`src/rtl/aes_pkg.sv`:
```
// Shared constants and state encoding for the AES-128 round controller.
package aes_pkg;

  localparam int         AES_ROUNDS = 10;
  localparam logic [7:0] RCON_INIT  = 8'h01;
  localparam logic [7:0] RCON_POLY  = 8'h1B;
  localparam logic [3:0] ROUND_LAST = 4'(AES_ROUNDS);

  typedef enum logic [1:0] {
    ST_IDLE  = 2'd0,
    ST_LOAD  = 2'd1,
    ST_ROUND = 2'd2,
    ST_VALID = 2'd3
  } state_t;

endpackage

```
`src/rtl/aes_rcon_step.sv`:
```
// Combinational GF(2^8) xtime: next AES round constant from the current one.
module aes_rcon_step
  import aes_pkg::*;
(
  input  logic [7:0] rcon_in,
  output logic [7:0] rcon_out
);

  assign rcon_out = {rcon_in[6:0], 1'b0} ^ (rcon_in[7] ? RCON_POLY : 8'h00);

endmodule

```
`src/rtl/aes_round_ctrl.sv`:
```
// AES-128 encryption round sequencer: LOAD, ten rounds, then hold the result until accepted.
// Handshake: o_fValid stays high in VALID until a cycle with i_fReady=1; that cycle is the transfer.
module aes_round_ctrl
  import aes_pkg::*;
(
  input  logic       i_Clk,
  input  logic       i_Rst,
  input  logic       i_fStart,
  input  logic       i_fAbort,
  input  logic       i_fReady,
  output logic       o_fLoad,
  output logic       o_fRoundEn,
  output logic       o_fLastRound,
  output logic [3:0] o_Round,
  output logic [7:0] o_Rcon,
  output logic       o_fBusy,
  output logic       o_fValid,
  output state_t     dbg_state
);

  state_t     state_q, state_d;
  logic [3:0] round_q, round_d;
  logic [7:0] rcon_q, rcon_d, rcon_next;

  aes_rcon_step u_rcon_step (
    .rcon_in  (rcon_q),
    .rcon_out (rcon_next)
  );

  always_ff @(posedge i_Clk or negedge i_Rst) begin
    if (!i_Rst) begin
      state_q <= ST_IDLE;
      round_q <= 4'd0;
      rcon_q  <= RCON_INIT;
    end else begin
      state_q <= state_d;
      round_q <= round_d;
      rcon_q  <= rcon_d;
    end
  end

  // Abort overrides everything; start is only looked at in IDLE and on the VALID transfer.
  always_comb begin
    state_d = state_q;
    if (i_fAbort) begin
      state_d = ST_IDLE;
    end else begin
      case (state_q)
        ST_IDLE:  if (i_fStart) state_d = ST_LOAD;
        ST_LOAD:  state_d = ST_ROUND;
        ST_ROUND: if (round_q == ROUND_LAST) state_d = ST_VALID;
        ST_VALID: if (i_fReady) state_d = i_fStart ? ST_LOAD : ST_IDLE;
        default:  state_d = ST_IDLE;
      endcase
    end

    round_d = 4'd0;
    rcon_d  = RCON_INIT;
    if (state_d == ST_ROUND) begin
      if (state_q == ST_ROUND) begin
        round_d = round_q + 4'd1;
        rcon_d  = rcon_next;
      end else begin
        round_d = 4'd1;
      end
    end
  end

  always_comb begin
    o_fLoad      = 1'b0;
    o_fRoundEn   = 1'b0;
    o_fLastRound = 1'b0;
    o_Round      = 4'd0;
    o_Rcon       = RCON_INIT;
    o_fBusy      = 1'b0;
    o_fValid     = 1'b0;
    case (state_q)
      ST_LOAD: begin
        o_fLoad = 1'b1;
        o_fBusy = 1'b1;
      end
      ST_ROUND: begin
        o_fRoundEn   = 1'b1;
        o_fLastRound = (round_q == ROUND_LAST);
        o_Round      = round_q;
        o_Rcon       = rcon_q;
        o_fBusy      = 1'b1;
      end
      ST_VALID: o_fValid = 1'b1;
      default: ;
    endcase
  end

  assign dbg_state = state_q;

endmodule

```
`config.mk`:
```
export PLATFORM = sky130hd
export DESIGN_NAME = aes_round_ctrl
export DESIGN_NICKNAME = d
export VERILOG_FILES = /design/src/rtl/aes_pkg.sv /design/src/rtl/aes_rcon_step.sv /design/src/rtl/aes_round_ctrl.sv
export SDC_FILE = /design/constraint.sdc
export NUM_CORES = 1
export LEC_CHECK = 0
export ABC_CLOCK_PERIOD_IN_PS = 3100
export CORE_MARGIN = 8
export CORE_UTILIZATION = 35
export DETAILED_ROUTE_END_ITERATION = 6
export RECOVER_POWER = 25
export SLEW_MARGIN = 25
export SYNTH_ARGS = -nofsm -noshare
export SYNTH_HDL_FRONTEND = slang
export SYNTH_SLANG_ARGS = --single-unit
```
`constraint.sdc`:
```
create_clock -name i_Clk -period 3.1 [get_ports i_Clk]
set_input_delay 0.62 -clock i_Clk [delete_from_list [all_inputs] [get_ports i_Clk]]
set_output_delay 0.62 -clock i_Clk [all_outputs]
set_load 0.02 [all_outputs]
```
==> impl_metrics.json, run 1 <==
{
  "run_status": "complete, no violations",
  "timing.critical_path.arrival_ns": 2.25,
  "power-per-cell-area_nw_per_um2": 638,
  "routed-wl-met2_microns": 843,
  "yosysWarningCount": 0,
  "grt_pass1_wl_microns": 2730,
  "hold_path_depth": 3,
  "floorplan.rows": 17,
  "start_util_pct": 36.1,
  "multiInputGateArea_sq_um": 392,
  "irDropWorstVdd_v": 0.000575,
  "max-clock-path-buffers": 2,
  "drt-total-wl_microns": 1640,
  "gp_congestion": 0.701,
  "pre_cts_ws_ns": 0.547,
  "critical_path.max_fanout": 23,
  "cts_buffer_count": 3,
  "die_width_microns": 63.0,
  "clock_skew_ns": 0.00228,
  "netlist_instances": 75,
  "fin_util_pct": 49.7,
  "drt_first_pass_iters": 4,
  "synth.ff_latch_count": 14,
  "synth.net_count": 86,
  "vias": 602,
  "number_of_cells_upsized_or_downsized_after_cts": 0,
  "port-buffer-count": 23,
  "clk_pin_slew_worst_paths_ns": 0.09,
  "number_of_global_route_vias_before_repair": 601,
  "synth-edff-count": 0,
  "clock_latency_at_the_later_pin_of_the_worst_skew_pair_ns": 0.28,
  "first_iter_violations": 9,
  "route.detailed.drc": 0,
  "gr-usage-all-layers_pct": 8.56,
  "synthesis.area_sq_um": 774,
  "routed_via_density": 4.74,
  "ctsHoldBuffers": 0,
  "number_of_setup_violations_in_the_final_report": 0,
  "wl_met1_microns": 699,
  "cts_setup_buffers": 0,
  "wl_per_cell_microns": 12.9,
  "routed.top_layer": "met4",
  "grt_antenna_before_repair": 0,
  "synth_seq_area_share_pct": 45.4,
  "place.detailed.hpwl_microns": 1180,
  "grt-ovfl-total": 0,
  "detail-route-antenna-nets": 0,
  "antenna_fix_cells": 0,
  "final-hold-violation-count": 0,
  "tritoncts": "done",
  "grt_setup_unrepaired": "false",
  "cts_htree_levels": 1,
  "finish.net_count": 111,
  "synth_ff_type": "sky130_fd_sc_hd__dfrtp_1",
  "timing_max_transition_violations_final": 0,
  "leakage_nw": 0.466,
  "area.growth.synth_to_final_pct": 37.8,
  "crit_type": "flip-flop to primary output",
  "final.period_utilization_pct": 92.6,
  "postSynthAreaPerCell_sq_um": 10.3,
  "achievable-frequency_mhz": 348,
  "drv.max_cap_violation_count": 0,
  "setup.worst_path.end_class": "primary output",
  "cp-start-kind": "flip-flop",
  "clockRootBuffer": "sky130_fd_sc_hd__clkbuf_4",
  "num_io_pins": 24,
  "maximum_number_of_pins_on_one_net_before_global_route_repair": 24,
  "met3_length_microns": 64,
  "post-route-min-period_ns": 2.87,
  "post_synth_num_cell_types": 24,
  "cp.required_ns": 2.48,
  "count_of_cells_along_the_worst_register_to_register_path": 6,
  "least_margin_pin_slew_ns": 0.976,
  "die_area_sq_um": 3970,
  "cts_num_sinks": 14,
  "relSlewSlack_pct": 34.9,
  "ff_latch_area_sq_um": 352,
  "die_height_microns": 63.0,
  "hold_class": "flip-flop to flip-flop",
  "async_flop_share_pct": 100,
  "final.fill_count": 216,
  "timing.reg2reg.setup_slack_ns": 0.73,
  "core_area_sq_um": 2150,
  "timing.setup.tns_ns": 0,
  "drive_gt1_share_pct": 9.09,
  "timing.final.ws_setup_ns": 0.230
}
[layout make-up]
| type | instances | area share (%) |
|---|---|---|
| clock buffers | 4 | 3.40 |
| inverters | 4 | 1.41 |
| multi-input cells | 53 | 36.7 |
| flip-flops and latches | 14 | 32.9 |
| well taps | 28 | 3.28 |
| repair buffers | 24 | 22.3 |
[state kept, by name, summed over array words and instances, names as in the netlist]
name	flops
dbg_state	2
rcon_q	8
round_q	4
[metrics by stage]
| stage | cell area [sq um] | hold slack, ns | total power, mW | std cells |
|---|---|---|---|---|
| 5_1_grt | 1070 | 0.559 | 0.722 | 127 |
| 3_5_place_dp | 1030 | 0.530 | 0.554 | 123 |
| 3_3_place_gp | 1030 | 0.535 | 0.557 | 123 |
| 4_1_cts | 1070 | 0.542 | 0.688 | 127 |
| 2_1_floorplan | 774 | 0.324 | 0.436 | 75 |
| 6_report | 1070 | 0.543 | 0.681 | 127 |
[cell families (layout without fill, tap and decap cells)]
logic type,after synthesis,count (layout),synth area share (%)
AO/OA/AOI/OAI,5,5,5.33
multiplexers,1,1,1.94
AND/OR/NAND/NOR,36,36,27.9
XOR/XNOR,5,5,5.65
buffers and inverters,8,32,4.04
flip-flops,14,14,45.4
adder cells (fa/ha/maj),6,6,9.69
[synthesized netlist by cell type, drive strengths merged (2+ instances only)]
master   n  area, sq um
nor3b    4         30.0
inv      4         15.0
dfrtp   13          325
clkbuf   3         11.3
nor4b    2         17.5
nand2    5         18.8
a21oi    2         13.8
nor3     7         35.0
nand2b   2         12.5
and2    12         75.1
ha       6         75.1
xor2     4         35.0
[report_power, final]
part | switching [mW] | leakage [nW] | internal [mW]
clock | 0.0602 | 0.0210 | 0.0714
combinational | 0.192 | 0.255 | 0.129
sequential | 0.0263 | 0.190 | 0.202
total | 0.278 | 0.466 | 0.402
[critical path: stages, from the launching register on]
cell	delay, ns
sky130_fd_sc_hd__dfrtp_1	0.46
sky130_fd_sc_hd__inv_1	0.11
sky130_fd_sc_hd__ha_1	0.54
sky130_fd_sc_hd__and2_1	0.24
sky130_fd_sc_hd__clkdlybuf4s50_1	0.61
[layout by cell type, fill, tap and decap left out]
cell type                          n
sky130_fd_sc_hd__nor3b_1           4
sky130_fd_sc_hd__a221oi_2          1
sky130_fd_sc_hd__dfrtp_1          13
sky130_fd_sc_hd__and2_1           12
sky130_fd_sc_hd__dlygate4sd3_1     1
sky130_fd_sc_hd__o21ai_1           1
sky130_fd_sc_hd__a21oi_2           1
sky130_fd_sc_hd__and3b_1           1
sky130_fd_sc_hd__a21oi_1           1
sky130_fd_sc_hd__inv_1             4
sky130_fd_sc_hd__xnor2_1           1
sky130_fd_sc_hd__or4b_1            1
sky130_fd_sc_hd__clkbuf_8          1
sky130_fd_sc_hd__mux2_4            1
sky130_fd_sc_hd__dfstp_2           1
sky130_fd_sc_hd__nor4b_1           2
sky130_fd_sc_hd__clkbuf_4          3
sky130_fd_sc_hd__nor2_1            1
sky130_fd_sc_hd__nand2_1           5
sky130_fd_sc_hd__ha_1              6
sky130_fd_sc_hd__a211oi_1          1
sky130_fd_sc_hd__xor2_1            4
sky130_fd_sc_hd__nand2b_1          2
sky130_fd_sc_hd__nor3_1            7
sky130_fd_sc_hd__buf_4             1
sky130_fd_sc_hd__nand3_1           1
sky130_fd_sc_hd__clkdlybuf4s50_1  22
[metal layers]
layer	vias up	global-route usage, %
met5	-	0
met4	0	5.98
met3	4	1.97
met2	11	14.6
met1	288	9.05
li1	299	-
[path summary, 6_finish.rpt]
path | startpoint | to
worst max-delay path | dbg_state[0] | o_Rcon[6]
worst min-delay path | rcon_q[2] | rcon_q[3]
worst max register to register | dbg_state[0] | rcon_q[4]
worst min register to register | rcon_q[2] | rcon_q[3]
max in group asynchronous | i_Rst | rcon_q[6]
min in group asynchronous | i_Rst | round_q[0]
Power figures use the tool's default switching activity.
==> run 2: changes to the inputs <==
Settings changed: CTS_BUF_LIST set to sky130_fd_sc_hd__clkbuf_16.
==> run 2 against run 1 <==
Net effect: sequential cell count is the same; maximum frequency grew 1.7%; sequential power is essentially flat; first-iteration DRC count shrank 44%; cell count is the same; worst hold slack lost 0.0085 ns; count of clock-buffer cells in the layout shrank 1; setup slack gained 0.048 ns; combinational power is essentially flat; via count shrank 1.3%; largest cell class unchanged; largest power group unchanged.
==> impl_metrics.json, run 2 (synthesis results as in run 1) <==
{
  "drive_gt1_share_pct": 8.08,
  "drt-total-wl_microns": 1640,
  "wl_per_cell_microns": 12.9,
  "mostFrequentLayoutCells": "22 x sky130_fd_sc_hd__clkdlybuf4s50_1, 13 x sky130_fd_sc_hd__dfrtp_1, 12 x sky130_fd_sc_hd__and2_1",
  "least_margin_pin_slew_ns": 0.960,
  "grt_antenna_before_repair": 0,
  "worst_r2r_startpoint": "dbg_state[0]",
  "finish.net_count": 111,
  "number_of_setup_violations_in_the_final_report": 0,
  "whs_endpoint": "rcon_q[3]",
  "gp_congestion": 0.701,
  "number_of_global_route_vias_before_repair": 590,
  "core_area_sq_um": 2150,
  "route.detailed.drc": 0,
  "port-buffer-count": 23,
  "number_of_cells_upsized_or_downsized_after_cts": 0,
  "irDropWorstVdd_v": 0.000472,
  "maximum_number_of_pins_on_one_net_before_global_route_repair": 24,
  "max-clock-path-buffers": 2,
  "drt_first_pass_iters": 3,
  "wl_met1_microns": 693,
  "area.growth.synth_to_final_pct": 43.3,
  "leakage_nw": 0.484,
  "num_io_pins": 24,
  "routed.top_layer": "met4",
  "detail-route-antenna-nets": 0,
  "routed_via_density": 4.68,
  "ctsHoldBuffers": 0,
  "grt-ovfl-total": 0,
  "layout.cell_area.non_filler_sq_um": 1110,
  "timing_max_transition_violations_final": 0,
  "holdCritStartpoint": "rcon_q[2]",
  "grt_setup_unrepaired": "false",
  "critical_path.max_fanout": 23,
  "cts_buffer_count": 3,
  "clock_latency_at_the_later_pin_of_the_worst_skew_pair_ns": 0.24,
  "cts_num_sinks": 14,
  "cts_htree_levels": 1,
  "setup.worst_path.end_class": "primary output",
  "die_width_microns": 63.0,
  "clk_pin_slew_worst_paths_ns": 0.05,
  "gr-usage-all-layers_pct": 8.67,
  "post-route-min-period_ns": 2.82,
  "hold_class": "flip-flop to flip-flop",
  "timing.setup.tns_ns": 0,
  "timing.reg2reg.setup_slack_ns": 0.74,
  "die_area_sq_um": 3970,
  "start_util_pct": 36.1,
  "power-per-cell-area_nw_per_um2": 713,
  "run_status": "complete, no violations",
  "floorplan.rows": 17,
  "drv.max_cap_violation_count": 0,
  "routed-wl-met2_microns": 840,
  "crit_type": "flip-flop to primary output",
  "met3_length_microns": 68,
  "count_of_cells_along_the_worst_register_to_register_path": 6,
  "registers.top_by_ff_count": "rcon_q",
  "clockRootBuffer": "sky130_fd_sc_hd__clkbuf_16",
  "tritoncts": "done",
  "rr_endpoint": "rcon_q[4]",
  "dpl-instance-area_sq_um": 1030,
  "place.detailed.hpwl_microns": 1180,
  "timing.critical_path.arrival_ns": 2.20,
  "cp-start-kind": "flip-flop",
  "grt_pass1_wl_microns": 2750,
  "die_height_microns": 63.0,
  "antenna_fix_cells": 0,
  "achievable-frequency_mhz": 354,
  "relSlewSlack_pct": 36.0,
  "cp.required_ns": 2.48,
  "layout_commonest_cell": "sky130_fd_sc_hd__clkdlybuf4s50_1",
  "final-hold-violation-count": 0,
  "cts_setup_buffers": 0,
  "first_iter_violations": 5,
  "clock_skew_ns": 0.000979,
  "layoutNonFillerInstCount": 127,
  "largest_register_ff_count": 8,
  "vias": 594,
  "final.period_utilization_pct": 91.0,
  "hold_path_depth": 3,
  "numPlacedInstances": 123
}
==> run 2: changes by cell type in the layout (fill, tap and decap cells not counted) <==
cell | previous run | this run
sky130_fd_sc_hd__clkbuf_16 | 0 | 3
sky130_fd_sc_hd__clkbuf_4 | 3 | 0
sky130_fd_sc_hd__clkinv_1 | 0 | 1
sky130_fd_sc_hd__clkbuf_8 | 1 | 0
==> run 2: stage by stage <==
step	worst slack, ns	util, %	hold WS (ns)	total power [mW]
global route	0.135	51.7	0.553	0.836
finish	0.278	51.7	0.534	0.791
CTS	0.287	51.7	0.536	0.799
floorplan	0.813	-	0.324	0.436
detailed placement	0.547	48.0	0.530	0.554
global placement	0.556	48.0	0.535	0.557
==> run 2: worst max path at each step <==
stage          cells after the start         start  slack, ns          to
2_1_floorplan                      5  dbg_state[0]       0.81   o_Rcon[2]
6_report                           4  dbg_state[0]       0.28  o_Round[0]
4_1_cts                            4  dbg_state[0]       0.29  o_Round[0]
3_5_place_dp                       4  dbg_state[0]       0.55  o_Round[0]
3_3_place_gp                       4  dbg_state[0]       0.56   o_Rcon[4]
5_1_grt                            4  dbg_state[0]       0.13  o_Round[0]
==> run 2: final cells by class <==
type,count,area (sq um)
Clock buffer,3,75.1
Tap cell,28,35.0
Inverter,4,15.0
Fill cell,218,1040
Sequential cell,14,352
Clock inverter,1,3.75
Timing Repair Buffer,24,238
Multi-Input combinational cell,53,392
==> run 2: critical path: stages (launching register included) <==
cell	delay, ns
sky130_fd_sc_hd__dfrtp_1	0.45
sky130_fd_sc_hd__inv_1	0.11
sky130_fd_sc_hd__ha_1	0.55
sky130_fd_sc_hd__and2_1	0.24
sky130_fd_sc_hd__clkdlybuf4s50_1	0.61
==> run 2: per-layer routing <==
layer  vias to the layer above  global-route usage, %
li1                        298                      -
met1                       280                   9.37
met2                        12                   14.2
met3                         4                   2.51
met4                         0                   5.98
met5                         -                      0
==> run 2: where the power goes <==
part           switching [mW]  leakage [nW]  internal (mW)  total (mW)
clock network          0.0722        0.0385          0.170       0.243
registers              0.0264         0.190          0.203       0.229
logic                   0.191         0.255          0.129       0.319
==> run 3: changes to the inputs <==
Settings changed: CORE_MARGIN 8 to 1.
==> run 3 against run 2 <==
Net effect: combinational power increased by 1%; routed wire length decreased by 5.9%; sequential share of layout area decreased by 0.071 points; cell count decreased by 0.79%; clock skew increased by 0.0022 ns; register-to-register slack improved by 0.08 ns; clock power about the same; sequential power about the same; non-clock buffer count unchanged; utilization increased by 3.4 points; via count increased by 1.9%; setup slack improved by 0.0080 ns; critical endpoint unchanged; largest cell class unchanged; largest power group unchanged.
==> impl_metrics.json, run 3 (synthesis results as in run 1) <==
{
  "irDropWorstVdd_v": 0.000568,
  "crit_type": "flip-flop to primary output",
  "timing_max_transition_violations_final": 0,
  "timing.critical_path.arrival_ns": 2.19,
  "gr-usage-all-layers_pct": 15.1,
  "die_area_sq_um": 2400,
  "gp_congestion": 0.656,
  "routed-wl-met2_microns": 755,
  "cp.required_ns": 2.48,
  "antenna_fix_cells": 0,
  "drt_first_pass_iters": 4,
  "power_switching_share_pct": 36.7,
  "achievable-frequency_mhz": 355,
  "maximum_number_of_pins_on_one_net_before_global_route_repair": 24,
  "floorplan.rows": 16,
  "die_height_microns": 49.0,
  "critical_path.max_fanout": 23,
  "number_of_global_route_vias_before_repair": 622,
  "cts_setup_buffers": 0,
  "wl_per_cell_microns": 12.3,
  "count_of_cells_along_the_worst_register_to_register_path": 6,
  "leakage_nw": 0.484,
  "fin_util_pct": 55.0,
  "least_margin_pin_slew_ns": 0.651,
  "drv.max_cap_violation_count": 0,
  "core_area_sq_um": 2020,
  "clock_skew_ns": 0.00320,
  "routed_via_density": 4.80,
  "clock_latency_at_the_later_pin_of_the_worst_skew_pair_ns": 0.24,
  "start_util_pct": 38.3,
  "cts_buffer_count": 3,
  "power-per-cell-area_nw_per_um2": 715,
  "port-buffer-count": 23,
  "largest_register_ff_count": 8,
  "area.growth.synth_to_final_pct": 43.6,
  "timing.final.ws_setup_ns": 0.286,
  "grt_antenna_before_repair": 0,
  "detail-route-antenna-nets": 0,
  "run_status": "complete, no violations",
  "grt_setup_unrepaired": "false",
  "clockRootBuffer": "sky130_fd_sc_hd__clkbuf_16",
  "max-clock-path-buffers": 2,
  "p_sw_uw": 292,
  "tritoncts": "done",
  "internal_cell_power_uw": 504,
  "final.fill_count": 188,
  "post-route-min-period_ns": 2.81,
  "registers.top_by_ff_count": "rcon_q",
  "place.detailed.hpwl_microns": 1060,
  "layout_commonest_cell": "sky130_fd_sc_hd__clkdlybuf4s50_1",
  "mostFrequentLayoutCells": "22 x sky130_fd_sc_hd__clkdlybuf4s50_1, 13 x sky130_fd_sc_hd__dfrtp_1, 12 x sky130_fd_sc_hd__and2_1",
  "cts_htree_levels": 1,
  "setup.worst_path.end_class": "primary output",
  "drive_gt1_share_pct": 9.09,
  "drt-total-wl_microns": 1550,
  "combPwrFrac_pct": 40.6,
  "timing.setup.tns_ns": 0,
  "die_width_microns": 49.0,
  "cp-start-kind": "flip-flop",
  "grt_pass1_wl_microns": 2720,
  "cts_num_sinks": 14,
  "num_io_pins": 24,
  "first_iter_violations": 10,
  "pre_cts_ws_ns": 0.546,
  "routed.top_layer": "met4",
  "vias": 605,
  "hold_class": "flip-flop to flip-flop",
  "finish.net_count": 111,
  "power.sequential.fraction_pct": 28.9,
  "clk_pin_slew_worst_paths_ns": 0.05,
  "ctsHoldBuffers": 0,
  "route.detailed.drc": 0,
  "grt-ovfl-total": 0,
  "number_of_setup_violations_in_the_final_report": 0,
  "final.period_utilization_pct": 90.8,
  "final-hold-violation-count": 0,
  "number_of_cells_upsized_or_downsized_after_cts": 0,
  "relSlewSlack_pct": 56.5,
  "wl_met1_microns": 739,
  "met3_length_microns": 27,
  "hold_path_depth": 3,
  "power.clock.fraction_pct": 30.5
}
-- run 3: worst paths after layout --
check	to	slack [ns]	startpoint
max in group asynchronous	dbg_state[0]	1.83	i_Rst
worst min register to register	rcon_q[3]	0.54	rcon_q[2]
worst min-delay path	rcon_q[3]	0.54	rcon_q[2]
worst max-delay path	o_Round[0]	0.29	dbg_state[0]
worst max register to register	rcon_q[0]	0.82	dbg_state[0]
min in group asynchronous	rcon_q[2]	0.85	i_Rst
-- run 3: power groups by stage --
stage	sequential [mW]	clock (mW)	combinational, mW
6_report	0.230	0.242	0.323
5_1_grt	0.234	0.258	0.353
4_1_cts	0.229	0.250	0.324
3_5_place_dp	0.232	0	0.323
3_3_place_gp	0.232	0	0.323
2_1_floorplan	0.240	0	0.196
-- run 3: worst max-delay path, stage by stage (launching register included) --
cell and delay [ns]:
sky130_fd_sc_hd__dfrtp_1 0.44, sky130_fd_sc_hd__inv_1 0.12, sky130_fd_sc_hd__ha_1 0.55, sky130_fd_sc_hd__and2_1 0.24, sky130_fd_sc_hd__clkdlybuf4s50_1 0.60
-- run 3: cell type report --
class                      instances  area [sq um]  share of cell area [%]
multi-input combinational         53           395                    35.5
sequential                        14           352                    31.6
timing repair buffer              24           238                    21.4
clock buffer                       3          75.1                    6.75
tap                               27          33.8                    3.04
inverter                           4          15.0                    1.35
clock inverter                     1          3.75                   0.337
-- run 3: metal layers --
layer	track usage [%]	vias to the layer above
met2	24.8	9
li1	-	301
met5	0	-
met3	2.80	2
met1	18.3	293
met4	8.82	0
-- run 3: metrics by stage --
stage | instance area [sq um] | hold WS, ns | total power, mW | instances
final | 1110 | 0.542 | 0.795 | 126
after floorplan | 774 | 0.324 | 0.436 | 75
after global placement | 1030 | 0.536 | 0.554 | 122
after global routing | 1110 | 0.578 | 0.845 | 126
after CTS | 1110 | 0.545 | 0.803 | 126
after detailed placement | 1030 | 0.538 | 0.555 | 122
